--- config.mk ---
export PLATFORM = sky130hd
export DESIGN_NAME = wb_stub_slave
export DESIGN_NICKNAME = d
export VERILOG_FILES = /design/src/rtl/wb_stub_slave_pkg.sv /design/src/rtl/wb_stub_slave_sat_counter.sv /design/src/rtl/wb_stub_slave.sv
export SDC_FILE = /design/constraint.sdc
export NUM_CORES = 1
export LEC_CHECK = 0
export ABC_AREA = 1
export CAP_MARGIN = 20
export CORE_ASPECT_RATIO = 0.7
export CORE_MARGIN = 2
export CORE_UTILIZATION = 48
export CTS_CLUSTER_DIAMETER = 60
export CTS_CLUSTER_SIZE = 28
export DETAILED_ROUTE_END_ITERATION = 12
export PLACE_DENSITY_LB_ADDON = 0.25
export SYNTH_ARGS = -nofsm -noshare
export SYNTH_HDL_FRONTEND = slang
export SYNTH_SLANG_ARGS = --single-unit
--- constraint.sdc ---
create_clock -name wb_clk_i -period 2.6 [get_ports wb_clk_i]
set_input_delay 0.52 -clock wb_clk_i [delete_from_list [all_inputs] [get_ports wb_clk_i]]
set_output_delay 0.52 -clock wb_clk_i [all_outputs]
set_load 0.01 [all_outputs]
--- src/rtl/wb_stub_slave_pkg.sv ---
// Shared definitions for the Wishbone stub slave: response modes, FSM states
// and the width helper for the wait counter.
package wb_stub_slave_pkg;

    localparam int WB_STUB_MODE_ERR         = 0;
    localparam int WB_STUB_MODE_ACK         = 1;
    localparam int WB_STUB_MODE_TIMEOUT_ERR = 2;
    localparam int WB_STUB_MODE_HANG        = 3;

    typedef enum logic [1:0] {
        ST_IDLE = 2'd0,
        ST_WAIT = 2'd1,
        ST_RESP = 2'd2
    } state_t;

    // Bits needed to hold values 0..value-1; never less than one bit.
    function automatic int clog2(input int value);
        int w;
        w = 1;
        while ((1 << w) < value) begin
            w = w + 1;
        end
        return w;
    endfunction

endpackage

--- src/rtl/wb_stub_slave_sat_counter.sv ---
// Up-counter that sticks at all-ones instead of wrapping.
module sat_counter #(
    parameter int WIDTH = 16
) (
    input  logic             clk,
    input  logic             rstn,
    input  logic             inc,
    output logic [WIDTH-1:0] count
);

    // NOTE: sequential state uses non-blocking assignments so every flop
    // samples the pre-edge values, independent of process ordering.
    always_ff @(posedge clk or negedge rstn) begin
        if (!rstn) begin
            count <= '0;
        end else if (inc && (count != '1)) begin
            count <= count + 1'b1;
        end
    end

endmodule

--- src/rtl/wb_stub_slave.sv ---
// Wishbone classic slave standing in for an absent peripheral: answers with
// err, ack, a timed-out err or nothing, and records the last access.
module wb_stub_slave
    import wb_stub_slave_pkg::*;
#(
    parameter int                    ADDR_WIDTH     = 24,
    parameter int                    DATA_WIDTH     = 32,
    parameter int                    RESPONSE_MODE  = 0,
    parameter int                    LATENCY        = 0,
    parameter int                    TIMEOUT_CYCLES = 64,
    parameter logic [DATA_WIDTH-1:0] READ_DATA      = '0,
    parameter int                    COUNT_WIDTH    = 16
) (
    input  logic                    wb_clk_i,
    input  logic                    wb_rstn_i,
    input  logic [ADDR_WIDTH-1:0]   wb_adr_i,
    input  logic [DATA_WIDTH-1:0]   wb_dat_i,
    output logic [DATA_WIDTH-1:0]   wb_dat_o,
    input  logic [DATA_WIDTH/8-1:0] wb_sel_i,
    input  logic                    wb_we_i,
    input  logic                    wb_cyc_i,
    input  logic                    wb_stb_i,
    output logic                    wb_ack_o,
    output logic                    wb_err_o,
    output logic [COUNT_WIDTH-1:0]  access_count_o,
    output logic [COUNT_WIDTH-1:0]  err_count_o,
    output logic                    abort_o,
    output logic [ADDR_WIDTH-1:0]   last_adr_o,
    output logic [DATA_WIDTH-1:0]   last_dat_o,
    output logic                    last_we_o
);

    localparam int SEL_WIDTH = DATA_WIDTH / 8;
    localparam int WAIT_MAX  = (LATENCY > TIMEOUT_CYCLES) ? LATENCY : TIMEOUT_CYCLES;
    localparam int WAIT_W    = clog2(WAIT_MAX + 1);

    localparam bit IS_ACK  = (RESPONSE_MODE == WB_STUB_MODE_ACK);
    localparam bit IS_ERR  = (RESPONSE_MODE == WB_STUB_MODE_ERR) ||
                             (RESPONSE_MODE == WB_STUB_MODE_TIMEOUT_ERR);
    localparam bit IS_HANG = (RESPONSE_MODE == WB_STUB_MODE_HANG);

    // The response is sampled by the master LOAD_CNT+1 edges after acceptance.
    localparam logic [WAIT_W-1:0] LOAD_CNT =
        (RESPONSE_MODE == WB_STUB_MODE_TIMEOUT_ERR) ? WAIT_W'(TIMEOUT_CYCLES - 1)
                                                    : WAIT_W'(LATENCY);

    state_t               state, state_next;
    logic [WAIT_W-1:0]    wait_cnt, wait_cnt_next;
    logic                 accept;
    logic                 abort_next;
    logic [SEL_WIDTH-1:0] sel_q;
    logic [DATA_WIDTH-1:0] rd_data;

    // NOTE: every combinational output gets a default first, so no path
    // through the case can leave a signal unassigned and infer a latch.
    always_comb begin
        state_next    = state;
        wait_cnt_next = wait_cnt;
        accept        = 1'b0;
        abort_next    = 1'b0;
        case (state)
            ST_IDLE: begin
                if (wb_cyc_i && wb_stb_i) begin
                    accept = 1'b1;
                    if (IS_HANG) begin
                        state_next = ST_WAIT;
                    end else if (LOAD_CNT == '0) begin
                        state_next = ST_RESP;
                    end else begin
                        state_next    = ST_WAIT;
                        wait_cnt_next = LOAD_CNT;
                    end
                end
            end
            ST_WAIT: begin
                if (!wb_cyc_i) begin
                    state_next    = ST_IDLE;
                    wait_cnt_next = '0;
                    abort_next    = 1'b1;
                end else if (!IS_HANG) begin
                    wait_cnt_next = wait_cnt - 1'b1;
                    if (wait_cnt <= WAIT_W'(1)) begin
                        state_next = ST_RESP;
                    end
                end
            end
            ST_RESP: begin
                // Unconditional return; the request still on the bus is not
                // sampled until the following edge.
                state_next    = ST_IDLE;
                wait_cnt_next = '0;
            end
            default: begin
                state_next    = ST_IDLE;
                wait_cnt_next = '0;
            end
        endcase
    end

    always_ff @(posedge wb_clk_i or negedge wb_rstn_i) begin
        if (!wb_rstn_i) begin
            state      <= ST_IDLE;
            wait_cnt   <= '0;
            wb_ack_o   <= 1'b0;
            wb_err_o   <= 1'b0;
            abort_o    <= 1'b0;
            sel_q      <= '0;
            last_adr_o <= '0;
            last_dat_o <= '0;
            last_we_o  <= 1'b0;
        end else begin
            state    <= state_next;
            wait_cnt <= wait_cnt_next;
            wb_ack_o <= (state_next == ST_RESP) && IS_ACK;
            wb_err_o <= (state_next == ST_RESP) && IS_ERR;
            abort_o  <= abort_next;
            if (accept) begin
                sel_q      <= wb_sel_i;
                last_adr_o <= wb_adr_i;
                last_we_o  <= wb_we_i;
                if (wb_we_i) begin
                    last_dat_o <= wb_dat_i;
                end
            end
        end
    end

    // Read data only during an ack of a read, masked per selected byte lane.
    always_comb begin
        rd_data = '0;
        if (IS_ACK && (state == ST_RESP) && !last_we_o) begin
            for (int i = 0; i < SEL_WIDTH; i++) begin
                rd_data[8*i +: 8] = sel_q[i] ? READ_DATA[8*i +: 8] : 8'h00;
            end
        end
    end

    assign wb_dat_o = rd_data;

    sat_counter #(.WIDTH(COUNT_WIDTH)) u_access_count (
        .clk   (wb_clk_i),
        .rstn  (wb_rstn_i),
        .inc   (accept),
        .count (access_count_o)
    );

    sat_counter #(.WIDTH(COUNT_WIDTH)) u_err_count (
        .clk   (wb_clk_i),
        .rstn  (wb_rstn_i),
        .inc   ((state_next == ST_RESP) && IS_ERR),
        .count (err_count_o)
    );

endmodule

==> results of run 1 <==
==> cell type report <==
class / count / area, µm²
tap: 128 / 160
fill: 803 / 3120
clock inverter: 5 / 61.3
timing repair buffer: 159 / 1580
clock buffer: 11 / 243
multi-input combinational: 465 / 2080
sequential: 100 / 2500
inverter: 34 / 128
==> per-layer routing <==
layer	GRT usage, %	part of all wire, %	vias to the layer above
li1	-	-	2164
met1	30.0	45	2073
met2	36.3	46	137
met3	8.50	9.0	5
met4	4.65	0.62	0
met5	0	0	-
==> worst min path at each step <==
stage                         start             end  slack, ns  cells after the start
after global placement    wb_rstn_i  last_dat_o[29]       0.40                      1
final                     wb_rstn_i   last_dat_o[1]       0.04                      1
after detailed placement  wb_rstn_i  last_dat_o[29]       0.41                      1
after global routing      wb_rstn_i   last_dat_o[1]       0.05                      1
after CTS                 wb_rstn_i  last_dat_o[29]       0.04                      1
after floorplan           wb_rstn_i         abort_o       0.22                      0
==> cell families (layout without fill, tap and decap cells) <==
logic type	Yosys count	count (layout)
buffers and inverters	88	209
XOR/XNOR	18	18
flip-flops	100	100
other	1	33
AND/OR/NAND/NOR	383	383
adder cells (fa/ha/maj)	4	4
AO/OA/AOI/OAI	27	27
==> power by group through the flow <==
stage	clock network, W	logic (W)	registers (W)
final	0.00136	0.00115	0.00198
after global routing	0.00145	0.00127	0.00201
after CTS	0.00139	0.00117	0.00198
after detailed placement	0	0.00116	0.00201
after global placement	0	0.00114	0.00199
after floorplan	0	0.000403	0.00209
==> stage by stage <==
step,total power (W),cell area (µm²),hold WS [ns]
2_1_floorplan,0.00249,5070,0.224
3_3_place_gp,0.00313,6450,0.402
3_5_place_dp,0.00317,6450,0.407
4_1_cts,0.00454,6750,0.0420
5_1_grt,0.00473,6750,0.0497
6_report,0.00450,6750,0.0433
==> flip-flops by register name (all words and copies together), names as in the netlist <==
name	cells
last_we_o	1
wait_cnt	7
u_access_count.count	16
abort_o	1
last_adr_o	24
u_err_count.count	16
state	2
wb_err_o	1
last_dat_o	32
==> cell usage in the layout, fill, tap and decap left out <==
cell,instances
nand2_1,271
clkdlybuf4s50_1,150
dfrtp_1,100
nand3_1,58
nor2_1,39
conb_1,33
inv_1,32
xor2_1,10
o21ai_0,10
clkbuf_16,9
xnor2_1,8
buf_4,8
o21ai_2,6
a21oi_1,5
nand2_2,4
o22ai_1,4
nand4_1,4
ha_1,4
nand3b_1,3
clkinvlp_4,3
inv_2,2
nor2_4,2
nor2_2,1
o32ai_1,1
o21ai_4,1
nand4_2,1
clkbuf_8,1
bufinv_16,1
clkbuf_1,1
clkinv_4,1
buf_12,1
==> critical path, stage by stage (launching register included) <==
cell and delay (ns):
dfrtp_1 0.42, ha_1 0.22, nand3_1 0.17, nor2_4 0.28, nand4_2 0.35, nand2_2 0.41, nand2_1 0.12, nand2_1 0.08
==> run_results.csv, run 1 <==
group,metric,value,unit
routing,drt_wl_total,12600,µm
power_and_ir_drop,p_clk_share,30.2,%
place,io_buffers,151,
routing,vias,4379,
cells_and_area,antenna_cells,0,
sta,hold_viol_final,0,
sta,tns,0,ns
clock_tree,clk_pin_slew,0.07,ns
cells_and_area,drive_gt1_share,5.30,%
global_route,grt_pass1_vias,4094,
yosys,synth_top_family_by_area,"simple AND/OR/NAND/NOR gates",
place,dp_hpwl,9010,µm
floorplanning,io_pins,189,
clock_tree,cts_sinks,100,
yosys,yosys_register_bits,100,
global_route,grt_max_degree,51,
floorplanning,coreArea,9870,µm²
sta,slew_viol_final,0,
yosys,synth_compound_area_share,3.59,%
yosys,yosys_warnings,0,
yosys,synthAdderAreaFrac,1.01,%
yosys,async_flop_share,100,%
clock_tree,postCtsSetupBuffers,0,
place,gp_congestion,0.854,
sta,finalCritPeriodShare,80.8,%
cells_and_area,syn2layout_area_growth,36.4,%
setup_path,timing.rr.end,"u_err_count.count[1]",
power_and_ir_drop,comb_power_share,25.6,%
global_route,grt_pass1_wl,20300,µm
global_route,overflow,0,
routing,avgViaCountPerCell,4.85,
routing,drt_iter0_drc,209,
routing,ant_nets,0,
setup_path,crit_path_start_kind,"flop",
setup_path,crit_path_end_kind,"flop",
clock_tree,hold_buffers,0,
setup_path,arrival,2.38,ns
yosys,synth_common_cells,"271 x nand2_1, 100 x dfrtp_1, 58 x nand3_1",
flow_run,cap_violations,0,
floorplanning,start_util,50.1,%
setup_path,critPathKind,"flop to flop",
sta,grt_setup_unrepaired,"false",
global_route,antenna_found_initial,0,
cells_and_area,final_util,68.4,%
power_and_ir_drop,power_density,666,nW/µm²
yosys,muxShareOfSynthArea,0,%
sta,finalWorstSetupSlack,0.498,ns
place,dp_cells,886,
yosys,synth_most_common_cell,"nand2_1",
cells_and_area,nets,838,
yosys,syn_avg_cell_area,7.97,µm²
place,place_ws,0.231,ns
floorplanning,fp.dieH,89.0,µm
setup_path,required,2.88,ns
power_and_ir_drop,peakVddDrop,0.424,mV
routing,post_drt_wl_per_cell,14.0,µm
worst_hold_path,hold_class,"input pin to asynchronous set/reset pin",
power_and_ir_drop,switching_share,29.3,%
clock_tree,htreeDepth,3,
floorplanning,row_count,30,
cells_and_area,final_cells,902,
setup_path,ff2ff_setup_slack,0.50,ns
yosys,yosys.area.top_type,"dfrtp_1",
yosys,synth.yosys.seq_area_share,50.6,%
setup_path,crit_fanout,15,
clock_tree,cts-resized-gates,0,
yosys,ys.flop_type,"dfrtp_1",
clock_tree,cts_tree,"done",
floorplanning,die_w,125,µm
routing,drc_errors,0,
setup_path,rr_worst_depth,7,
global_route,grt_use_total,22.6,%
yosys,synth-simple-area-share,31.7,%
yosys,ys_top_cells_by_area,"dfrtp_1 51%, nand2_1 21%, nand3_1 5.9%",
yosys,syn_area,4950,µm²
sta,clock_skew,0.00511,ns
yosys,synthCells,621,
clock_tree,clockRootBuffer,"clkbuf_16",
clock_tree,clock_latency,0.34,ns
setup_path,r2r-start,"u_err_count.count[1]",
sta,fmax,476,MHz
yosys,netlist-cell-type-count,26,
setup_path,setup.worst_path.end,"u_err_count.count[1]",
sta,setup_viol,0,
power_and_ir_drop,p_sw,0.00132,W
yosys,synth.top_cell.area_share,50.6,%
power_and_ir_drop,p_int,0.00318,W
yosys,synth_edf_count,0,
floorplanning,die-area,11200,µm²
routing,dr.pass1.iters,4,
outcome,status,"complete, no violations",
setup_path,worstSetupStartpoint,"u_err_count.count[1]",
yosys,synth_xor_area_share,3.19,%
power_and_ir_drop,cellLeakagePower,3.31,nW
power_and_ir_drop,seq_power_share,44.1,%
clock_tree,cts_buffers,9,
sta,period_needed,2.10,ns
clock_tree,clockBufferDepth,2,
Power figures use the tool's default switching activity.
==> run 2, diff against run 1 <==
--- a/config.mk
+++ b/config.mk
@@ -9,7 +9,7 @@
 export CAP_MARGIN = 20
 export CORE_ASPECT_RATIO = 0.7
 export CORE_MARGIN = 2
-export CORE_UTILIZATION = 48
+export CORE_UTILIZATION = 40
 export CTS_CLUSTER_DIAMETER = 60
 export CTS_CLUSTER_SIZE = 28
 export DETAILED_ROUTE_END_ITERATION = 12
==> constraint.sdc (replaced) <==
create_clock -name wb_clk_i -period 1.9 [get_ports wb_clk_i]
set_input_delay 0.38 -clock wb_clk_i [delete_from_list [all_inputs] [get_ports wb_clk_i]]
set_output_delay 0.38 -clock wb_clk_i [all_outputs]
set_load 0.01 [all_outputs]
==> run_results.csv, run 2 (synthesis results as in run 1) <==
group,metric,value,unit
outcome,status,"complete, no violations",
place,dp_hpwl,9200,µm
setup_path,crit_path_top_delay_cell,"clkdlybuf4s50_1",
setup_path,path_cells,"clkdlybuf4s50_1",
setup_path,r2r-start,"state[0]",
floorplanning,coreArea,11900,µm²
global_route,grt_use_total,19.6,%
sta,setup_viol,0,
cells_and_area,drive_gt1_share,7.34,%
cells_and_area,top_register,"last_dat_o",
cells_and_area,syn2layout_area_growth,40.1,%
power_and_ir_drop,peakVddDrop,0.570,mV
cells_and_area,nets,855,
sta,holdWs,0.474,ns
routing,dr.pass1.iters,4,
cells_and_area,final_common_cell,"nand2_1",
setup_path,crit_path_start_kind,"flop",
sta,clock_skew,0.00735,ns
place,gp_congestion,0.836,
floorplanning,io_pins,189,
global_route,grt_pass1_vias,4361,
clock_tree,clockBufferDepth,2,
cells_and_area,final_util,58.3,%
power_and_ir_drop,cellLeakagePower,3.41,nW
setup_path,critical_path.n_buffers_inverters,1,
global_route,grt_max_degree,51,
sta,hold_viol_final,0,
floorplanning,start_util,41.6,%
global_route,overflow,0,
clock_tree,htreeDepth,3,
routing,avgViaCountPerCell,4.71,
setup_path,cp_slowest_stage_delay,0.59,ns
clock_tree,cts_buffers,9,
routing,ant_nets,0,
floorplanning,row_count,33,
setup_path,cp_top_family,"buffers and inverters",
sta,fmax,561,MHz
cells_and_area,layout_common_cells,"271 x nand2_1, 150 x clkdlybuf4s50_1, 100 x dfrtp_1, 58 x nand3_1, 38 x nor2_1",
sta,slew_viol_final,0,
setup_path,arrival,1.40,ns
setup_path,ff2ff_setup_slack,0.25,ns
global_route,antenna_found_initial,0,
routing,vias,4462,
clock_tree,clk_pin_slew,0.06,ns
routing,drc_errors,0,
floorplanning,fp.dieH,97.1,µm
worst_hold_path,holdPathStages,2,
worst_hold_path,hold_class,"flop to flop",
global_route,grt_pass1_wl,20900,µm
clock_tree,clock_latency,0.34,ns
worst_hold_path,hp-start,"last_dat_o[19]",
clock_tree,clockRootBuffer,"clkbuf_16",
routing,drt_iter0_drc,241,
cells_and_area,n_fill_cell,1042,
flow_run,cap_violations,0,
setup_path,crit_path_end_kind,"primary output",
sta,tns,0,ns
routing,post_drt_wl_per_cell,13.2,µm
floorplanning,die-area,13300,µm²
setup_path,required,1.52,ns
clock_tree,cts_sinks,100,
sta,finalCritPeriodShare,93.8,%
cells_and_area,antenna_cells,0,
clock_tree,cts_tree,"done",
routing,drt_wl_total,12500,µm
sta,grt_setup_unrepaired,"false",
place,io_buffers,151,
setup_path,crit_fanout,6,
setup_path,timing.rr.end,"last_dat_o[22]",
setup_path,rr_worst_depth,7,
power_and_ir_drop,power_density,884,nW/µm²
sta,period_needed,1.78,ns
cells_and_area,reg_top3,"last_dat_o x32, last_adr_o x24",
setup_path,critPathKind,"flop to primary output",
cells_and_area,largest_reg_flops,32,
worst_hold_path,hold_end,"last_dat_o[19]",
floorplanning,die_w,137,µm
power_and_ir_drop,finalPower,0.00613,W
-- run 2: cell types whose count changed in the layout (fill, tap and decap cells not counted) --
cell           change
buf_4             +14
clkinv_2           +3
buf_12             +2
clkinvlp_4         -2
clkbuf_1           -1
clkinv_4           -1
dlygate4sd3_1      +1
nor2_1             -1
nor2_2             +1
-- run 2: per-stage QoR --
step,setup WS [ns],instance area (µm²),instances
after CTS,0.0879,6930,947
after global placement,-0.0222,6630,931
after global routing,0.0386,6930,947
final,0.118,6930,947
after floorplan,0.277,5070,653
after detailed placement,-0.0316,6630,931
-- run 2: power breakdown --
| group | internal [W] | total [W] | switching [W] |
|---|---|---|---|
| Combinational | 0.000879 | 0.00161 | 0.000727 |
| Sequential | 0.00244 | 0.00271 | 0.000271 |
| Clock | 0.00104 | 0.00181 | 0.000765 |
-- run 2: what timing repair did --
item                                   4_1_cts  5_1_grt
resized for setup                            0        1
setup endpoints to repair                    0        2
endpoints found under the hold margin       27        0
hold buffers                                 1        0
setup buffers                                0        0
-- run 2: area by class of cell --
cell class / instances / area (µm²) / share of cell area [%]
flip-flops and latches: 100 / 2500 / 36.1
multi-input cells: 465 / 2080 / 30.0
repair buffers: 176 / 1740 / 25.0
clock buffers: 10 / 239 / 3.45
well taps: 157 / 196 / 2.83
inverters: 34 / 128 / 1.84
clock inverters: 5 / 52.6 / 0.758
-- run 2: how the worst max path moves through the flow --
stage | start | endpoint | cells after the start
6_report | u_access_count.count[11] | access_count_o[11] | 1
3_3_place_gp | wb_cyc_i | last_dat_o[0] | 6
2_1_floorplan | u_access_count.count[0] | u_access_count.count[10] | 9
5_1_grt | u_err_count.count[1] | u_err_count.count[13] | 7
3_5_place_dp | wb_cyc_i | last_dat_o[4] | 6
4_1_cts | u_access_count.count[11] | access_count_o[11] | 1
-- run 2: routing by layer --
layer / vias to the layer above / track usage, % / part of all wire (%)
li1: 2202 / - / -
met3: 7 / 6.57 / 7.2
met2: 139 / 30.5 / 47
met5: - / 0 / 0
met4: 0 / 5.31 / 0.65
met1: 2114 / 26.0 / 45
